### config.mk
export PLATFORM = sky130hd
export DESIGN_NAME = bot_vel_sync
export DESIGN_NICKNAME = d
export VERILOG_FILES = /design/src/rtl/bot_vel_pkg.sv /design/src/rtl/bot_rr_arb.sv /design/src/rtl/bot_vel_sync.sv
export SDC_FILE = /design/constraint.sdc
export NUM_CORES = 1
export LEC_CHECK = 0
export CORE_MARGIN = 2
export CORE_UTILIZATION = 51
export DETAILED_ROUTE_END_ITERATION = 10
export MAX_ROUTING_LAYER = met4
export PLACE_DENSITY = 0.78
export SYNTH_ARGS = -nofsm -noshare
export SYNTH_HDL_FRONTEND = slang
export SYNTH_SLANG_ARGS = --single-unit
export TNS_END_PERCENT = 20
### constraint.sdc
create_clock -name clk -period 5 [get_ports clk]
set_input_delay 1 -clock clk [delete_from_list [all_inputs] [get_ports clk]]
set_output_delay 1 -clock clk [all_outputs]
set_load 0.01 [all_outputs]
### src/rtl/bot_vel_pkg.sv
// Shared types and helpers for the bot velocity synchroniser.
// Latency: n/a (package only).
// Backpressure: n/a (package only).
// Contents: FSM state enum, reversal-mode encodings, saturating negate.
package bot_vel_pkg;

  typedef enum logic [1:0] {
    ST_IDLE   = 2'd0,
    ST_SCAN   = 2'd1,
    ST_UPDATE = 2'd2,
    ST_EMIT   = 2'd3
  } state_t;

  localparam logic MODE_NEG  = 1'b0;  // reverse: v := -v
  localparam logic MODE_STOP = 1'b1;  // halt:    v := 0

  // Two's-complement negate of a w-bit value carried sign-extended in 32 bits.
  // The most-negative w-bit value has no positive twin, so it clamps to the
  // most-positive one instead of wrapping back onto itself. Valid for w <= 32.
  function automatic logic signed [31:0] sat_neg(input logic signed [31:0] v,
                                                 input int w);
    logic signed [31:0] mn;
    mn = -(32'sd1 <<< (w - 1));
    return (v == mn) ? (-mn - 32'sd1) : -v;
  endfunction

endpackage

### src/rtl/bot_rr_arb.sv
// Round-robin selector: lowest set request index strictly after 'last', wrapping.
// Latency: purely combinational.
// Backpressure: none; the caller holds req/last stable while it uses the grant.
// Ports: req (N requests), last (previous grant) -> grant (index), any (req != 0).
module bot_rr_arb #(
  parameter int  N  = 3,
  localparam int CW = (N > 1) ? $clog2(N) : 1
) (
  input  logic [N-1:0]  req,
  input  logic [CW-1:0] last,
  output logic [CW-1:0] grant,
  output logic          any
);

  logic [CW-1:0] idx;

  // Walk offsets 1..N from the last grant; offset N revisits 'last' itself so
  // a lone requester that was just served can still win.
  always_comb begin
    grant = '0;
    any   = 1'b0;
    idx   = '0;
    for (int k = 1; k <= N; k++) begin
      idx = CW'((int'(last) + k) % N);
      if (!any && req[idx]) begin
        any   = 1'b1;
        grant = idx;
      end
    end
  end

endmodule

### src/rtl/bot_vel_sync.sv
// Per-bot velocity store; on each service tick, round-robin reverses/stops requested bots and reports each.
// Latency: tick in cycle T -> first report valid in T+3, then one report every 3 cycles.
// Backpressure: a report holds (out_valid high, data stable) until out_ready; loads accepted only when idle.
// Ports: load_* (velocity write handshake), req (reversal pulses), mode (0 negate / 1 stop),
//        out_* (update report handshake), busy (FSM not idle), overrun (tick missed while busy).
// Optional: define BOT_VEL_SYNC_STATS_EN to add upd_count, 16-bit saturating report counts per bot.
module bot_vel_sync
  import bot_vel_pkg::*;
#(
  parameter int  N_BOTS      = 3,
  parameter int  VEL_W       = 16,
  parameter int  TICK_PERIOD = 300,
  localparam int CH_W        = $clog2(N_BOTS)
) (
  input  logic                    clk,
  input  logic                    rst_n,
  input  logic                    load_valid,
  output logic                    load_ready,
  input  logic [CH_W-1:0]         load_ch,
  input  logic signed [VEL_W-1:0] load_vx,
  input  logic signed [VEL_W-1:0] load_vy,
  input  logic [N_BOTS-1:0]       req,
  input  logic                    mode,
  output logic                    out_valid,
  input  logic                    out_ready,
  output logic [CH_W-1:0]         out_ch,
  output logic signed [VEL_W-1:0] out_vx,
  output logic signed [VEL_W-1:0] out_vy,
  output logic                    busy,
  output logic                    overrun
`ifdef BOT_VEL_SYNC_STATS_EN
  ,
  output logic [N_BOTS*16-1:0]    upd_count
`endif
);

  localparam int CNT_W = $clog2(TICK_PERIOD);

  logic [CNT_W-1:0]        cnt_q;
  logic                    tick;
  state_t                  state_q, state_d;
  logic [N_BOTS-1:0]       pend_q, work_q;
  logic                    tick_hold_q;
  logic [CH_W-1:0]         last_q, grant;
  logic                    any_work;
  logic signed [VEL_W-1:0] vx_q [N_BOTS];
  logic signed [VEL_W-1:0] vy_q [N_BOTS];
  logic [CH_W-1:0]         rep_ch_q;
  logic signed [VEL_W-1:0] rep_vx_q, rep_vy_q;
  logic signed [VEL_W-1:0] new_vx, new_vy;
  logic                    idle, snap, do_update, rep_fire, load_fire;

  assign tick      = (cnt_q == CNT_W'(TICK_PERIOD - 1));
  assign idle      = (state_q == ST_IDLE);
  assign load_fire = load_valid && load_ready;
  assign rep_fire  = out_valid && out_ready;

  // Outputs are qualified by rst_n so they read inactive while reset is held.
  assign load_ready = rst_n && idle && !tick;
  assign out_valid  = rst_n && (state_q == ST_EMIT);
  assign busy       = rst_n && !idle;
  assign overrun    = rst_n && tick && !idle;
  assign out_ch     = rep_ch_q;
  assign out_vx     = rep_vx_q;
  assign out_vy     = rep_vy_q;

  // work_q and last_q do not change between SCAN and UPDATE, so the grant
  // seen in SCAN is still the one applied in UPDATE.
  bot_rr_arb #(.N(N_BOTS)) u_arb (
    .req   (work_q),
    .last  (last_q),
    .grant (grant),
    .any   (any_work)
  );

  always_comb begin
    new_vx = '0;
    new_vy = '0;
    if (mode == MODE_NEG) begin
      new_vx = VEL_W'(sat_neg(32'(vx_q[grant]), VEL_W));
      new_vy = VEL_W'(sat_neg(32'(vy_q[grant]), VEL_W));
    end
  end

  always_comb begin
    state_d   = state_q;
    snap      = 1'b0;
    do_update = 1'b0;
    unique case (state_q)
      ST_IDLE: begin
        if (tick || tick_hold_q) begin
          snap    = 1'b1;
          state_d = (|pend_q) ? ST_SCAN : ST_IDLE;
        end
      end
      ST_SCAN:   state_d = any_work ? ST_UPDATE : ST_IDLE;
      ST_UPDATE: begin
        do_update = 1'b1;
        state_d   = ST_EMIT;
      end
      ST_EMIT:   if (rep_fire) state_d = ST_SCAN;
      default:   state_d = ST_IDLE;
    endcase
  end

  always_ff @(posedge clk) begin
    if (!rst_n) begin
      state_q     <= ST_IDLE;
      cnt_q       <= '0;
      pend_q      <= '0;
      work_q      <= '0;
      tick_hold_q <= 1'b0;
      last_q      <= CH_W'(N_BOTS - 1);
      rep_ch_q    <= '0;
      rep_vx_q    <= '0;
      rep_vy_q    <= '0;
      for (int i = 0; i < N_BOTS; i++) begin
        vx_q[i] <= '0;
        vy_q[i] <= '0;
      end
    end else begin
      state_q <= state_d;
      cnt_q   <= tick ? '0 : cnt_q + 1'b1;

      // Snapshot moves pending into work; a request landing in the snapshot
      // cycle itself survives as pending for the following tick.
      if (snap) begin
        pend_q <= req;
        work_q <= pend_q;
      end else begin
        pend_q <= pend_q | req;
        if (do_update) work_q[grant] <= 1'b0;
      end

      // Any number of ticks missed while busy collapse into one held tick.
      if (tick && !idle)  tick_hold_q <= 1'b1;
      else if (snap)      tick_hold_q <= 1'b0;

      if (do_update) begin
        vx_q[grant] <= new_vx;
        vy_q[grant] <= new_vy;
        rep_ch_q    <= grant;
        rep_vx_q    <= new_vx;
        rep_vy_q    <= new_vy;
        last_q      <= grant;
      end

      // Out-of-range channels complete the handshake but write nothing.
      if (load_fire && (int'(load_ch) < N_BOTS)) begin
        vx_q[load_ch] <= load_vx;
        vy_q[load_ch] <= load_vy;
      end
    end
  end

`ifdef BOT_VEL_SYNC_STATS_EN
  logic [15:0] upd_cnt_q [N_BOTS];

  always_ff @(posedge clk) begin
    if (!rst_n) begin
      for (int i = 0; i < N_BOTS; i++) upd_cnt_q[i] <= '0;
    end else if (rep_fire && (upd_cnt_q[rep_ch_q] != 16'hFFFF)) begin
      upd_cnt_q[rep_ch_q] <= upd_cnt_q[rep_ch_q] + 16'd1;
    end
  end

  always_comb begin
    upd_count = '0;
    for (int i = 0; i < N_BOTS; i++) upd_count[i*16 +: 16] = upd_cnt_q[i];
  end
`endif

endmodule

; After elaboration in Yosys (flattened, before gate mapping)
; Memory sizes are Yosys's and may differ from the RTL's.
; Index checks and enable logic that the tools add are counted.
[word_totals]
rom_bits = 0
register_bits = 54
n_memories = 2
wordCells = 116
out_inout_bits = 38
input_bits = 42
latch_bits = 0
ram_bits = 96
[mem_list]
columns = memory, depth, width, rd, rd_clocked_by_memory_dff, write_ports, line_no
row1 = vx_q, 3, 16, 1, 0, 3, bot_vel_sync.sv:46  ; logic signed [VEL_W-1:0] vx_q [N_BOTS];
row2 = vy_q, 3, 16, 1, 0, 3, bot_vel_sync.sv:47  ; logic signed [VEL_W-1:0] vy_q [N_BOTS];
[op_classes]
multipliers = 0
bitwise_logic = 4
reduce_logical = 28
n_shift = 0
n_eq_ne = 8
addsub = 6
mux = 50
n_lt_le_gt_ge = 6
div = 3
[op_table]
columns = operator, n
row1 = two-way mux 16 bit, 8
row2 = remainder unit 32 x 3 -> 32 bit (second input constant), 3
row3 = OR reduction 16 bit, 4
row4 = == test 16 bit (second input constant), 2
row5 = negator 16 bit, 2
row6 = two-way mux 1 bit, 24
row7 = two-way mux 2 bit, 10
row8 = logical AND 1 bit, 13
row9 = less-than comparator 2 x 3 -> 1 bit (second input constant), 4
row10 = adder 9 x 1 -> 9 bit (second input constant), 1
row11 = == test 9 bit (second input constant), 1
row12 = two-way mux 3 bit, 3
row13 = case mux 2 bit (4 select lines), 1
row14 = adder 2 x 2 -> 3 bit (second input constant), 2
row15 = binary-select mux 1 bit (select 2 bit), 3
row16 = == test 2 bit (second input constant), 2
row17 = logical NOT 1 bit, 4
row18 = nonzero test 2 bit, 2
row19 = adder 2 x 1 -> 3 bit (second input constant), 1
row20 = AND 3 bit, 1
row21 = inverter 3 bit, 1
row22 = bitwise OR 3 bit, 1
row23 = OR reduction 3 bit, 1
row24 = demux 1 bit (select 2 bit), 1
row25 = other kinds (10), 10

; Logic depth before layout (Yosys ltp)
[logic_depth]
depth_word = 19
mapped_depth = 19
mapped_depth_nobuf = 14

; Cells and area by module
; From an unflattened synthesis, not the netlist that was laid out.
[hier_totals]
hier_cells = 734
hier_area_um2 = 8753.4
[modules_own_cells]
columns = module, n_inst, area_per_inst_um2, cells_per_inst
row1 = bot_vel_sync, 1, 8622.0, 714
row2 = bot_rr_arb, 1, 131.4, 20

; Worst setup path after synthesis
; No wires, ideal clock.
[synth_path]
path_type = input to register
start = input rst_n
end = memory vx_q[1][0] (enable)
path_stages = 10
arrival_time_ns = 3.584
setup_time_ns = 0.389
path_buffers = 4
slack_ns = 1.026
t_required_ns = 4.611
path_cell_list = buf_2 > inv_1 > a41o_1 > buf_2 > or4b_1 > clkbuf_1 > a21oi_4 > a21oi_1 > clkbuf_1 > nand2_1
[synth_rtl]
columns = element, line_no
row1 = from (decl), bot_vel_sync.sv:16  ; input logic rst_n,
row2 = to (decl), bot_vel_sync.sv:46

==> qor.yml <==
status: "finished clean"
r2r-start: "last_q[0]$_SDFFE_PN0P_"
routed_wirelength_mm: 22.7
rsz0062_at_grt: "false"
final_area_um2: 9420
totalNegativeSetupSlack_ps: 0
grt_overflow: 0
hp-class: "register to register"
r2r-end: "vy_q[2][5]$_SDFFCE_PN0P_"
cts_sinks: 149
leakagePower_nw: 3.25
grt_pass1_wl_mm: 35.7
regToRegSetupSlack_ps: 680
max_cap_violations: 0
cp-end-kind: "register"
synthCells: 795
r2r_cells: 11
die_width_um: 128
cp_max_fo: 34
synth_edf_count: 96
async_flop_share_pct: 0
grt_pass1_vias: 6750
grt_usage_pct: 29.5
fin_hold_ws_ps: 452
antenna_left: 0
crit_type: "register to register"
tightest_slew_ps: 1310
slew_violations: 0
clock_path_buffers: 2
row_count: 45
cts_setup_buffers: 0
start_kind: "register"
vias_per_cell: 6.44
cts_inserted_buffers: 17
final_cell_mix: "nor2_1 (112), edfxtp_1 (96), clkdlybuf4s50_1 (79)"
final_common_cell: "nor2_1"
antenna_found_initial: 0
h-tree-depth: 4
fin_crit_sh_pct: 86.5
nNetsFinal: 917
die_area_um2: 16300
start_util_pct: 51.6
hp-start: "out_vx[6]$_SDFFE_PN0P_"
avgRoutedWirePerCell_um: 21.2
drt_iter0_markers: 716
drcViolationCount: 0
slew-limit-headroom_pct: 12.1
core_area_um2: 15100
clk_pin_slew_ps: 60
arrival_ps: 4620
ys_ff_latch: 149
ios: 80
fmax_ghz: 0.231
ys_seq_area_share_pct: 50.6
worstPathRequired_ps: 5290
final_core_utilization_pct: 62.4
portBuffers: 79
clkLatencyLatePin_ps: 440
avgSynthCellArea_um2: 9.80
ys.flop_type: "edfxtp_1"
root_buffer: "clkbuf_16"
p_total_mw: 2.92
yosysWarnings: 0
dp_hpwl_mm: 15.1
cts_resized: 0
syn_nets: 842
drive_gt1_share_pct: 13.1
hold_end: "out_vx[6]$_SDFFE_PN0P_"
hold_depth: 2
dieHeight_um: 128
gp_congestion: 1.01
ir_worst_vdd_uv: 258
antennaDiodeCount: 0
power_density_nw_per_um2: 309
setup_viol: 0
syn_area_um2: 7790
period_minus_slack_ps: 4320
fin_skew_ps: 6.28
placed_area_um2: 8840
grt_start_max_net_pins: 39
hold_viol: 0
num_vias: 6894
drt_pass1_iterations: 5
area_delta_synth_final_pct: 20.9
synth_cell_type_count: 82
cts_tree: "done"
hold_buffers: 0
-- registers in the layout, summed over array words and instances (netlist names), named ones only --
register / flops
vy_q: 48
pend_q: 3
last_q: 2
out_ch: 1
out_vy: 16
tick_hold_q: 1
out_vx: 16
vx_q: 48
cnt_q: 9
state_q: 1
work_q: 3
-- report_power, final --
group | internal (mW) | switching (mW)
sequential | 1.36 | 0.0159
combinational | 0.112 | 0.168
clock | 0.735 | 0.525
-- per-layer routing --
layer	track usage, %	vias up	part of all wire (%)
met5	-	-	0
met4	12.5	0	2.7
met3	4.61	56	8.5
met2	47.3	372	49
met1	37.5	3310	40
li1	-	3156	-
-- through the flow --
stage	cells	worst slack, ps
after global placement	1039	779
after CTS	1071	718
after detailed placement	1039	674
after floorplan	795	1030
final	1071	677
after global routing	1071	285
-- worst max-delay path: stages (launching register included) --
cell and delay (ps):
dfxtp_1 360, inv_1 80, ha_1 440, o21a_4 280, o21ai_4 820, a31oi_1 200
buf_4 230, nor4_1 710, and4_1 490, o21bai_1 240, a22oi_1 160, nor2_1 170
-- layout make-up --
cell class	count	area, um2
Clock buffer	17	425
Clock inverter	15	156
Fill cell	1229	5670
Inverter	12	45.0
Multi-Input combinational cell	572	3510
Sequential cell	149	3940
Tap cell	188	235
Timing Repair Buffer	118	1110
-- logic make-up after synthesis --
kind of cell,count (synthesis),share of synthesized area [%]
AO/OA/AOI/OAI,259,23.7
XOR/XNOR,16,1.80
adder cells (fa/ha/maj),5,0.803
buffers and inverters,74,4.58
flip-flops,149,50.6
multiplexers,6,0.819
AND/OR/NAND/NOR,286,17.7
-- worst max path at each step --
stage                           startpoint                         to  slack (ps)  cells past startpoint
floorplan                            rst_n   vx_q[1][0]$_SDFFCE_PN0P_        1030                     10
detailed placement                   rst_n  vx_q[0][15]$_SDFFCE_PN0P_         670                      8
global placement                     rst_n  vy_q[1][13]$_SDFFCE_PN0P_         780                      9
global route        last_q[0]$_SDFFE_PN0P_   vy_q[2][5]$_SDFFCE_PN0P_         280                     10
finish              last_q[0]$_SDFFE_PN0P_   vy_q[2][5]$_SDFFCE_PN0P_         680                     11
CTS                 last_q[0]$_SDFFE_PN0P_   vy_q[0][5]$_SDFFCE_PN0P_         720                     11
-- Yosys cell counts, types with 4 or more instances --
cell	number	area, um2
and3_1	6	37.5
a21boi_0	7	52.6
buf_2	21	105
inv_1	12	45.0
a211o_1	4	35.0
edfxtp_1	96	2880
o21ai_1	8	40.0
buf_4	4	30.0
o211ai_1	5	37.5
buf_6	5	56.3
a22o_1	4	35.0
dfxtp_1	53	1060
nand4_1	5	31.3
a2bb2oi_1	13	114
nand2b_1	4	25.0
o22ai_1	19	119
nand3_1	41	205
xnor2_1	9	78.8
or3_1	4	25.0
a21oi_1	26	130
nand2_1	65	244
ha_1	5	62.6
o31ai_1	10	75.1
nor2_1	113	424
a211oi_1	26	195
o31a_1	4	35.0
xor2_1	7	61.3
clkbuf_1	30	113
a31oi_1	28	175
o21ai_0	52	260
a31o_2	8	70.1
a22oi_1	8	60.1
nor3_1	17	85.1
Power figures use the tool's default switching activity.
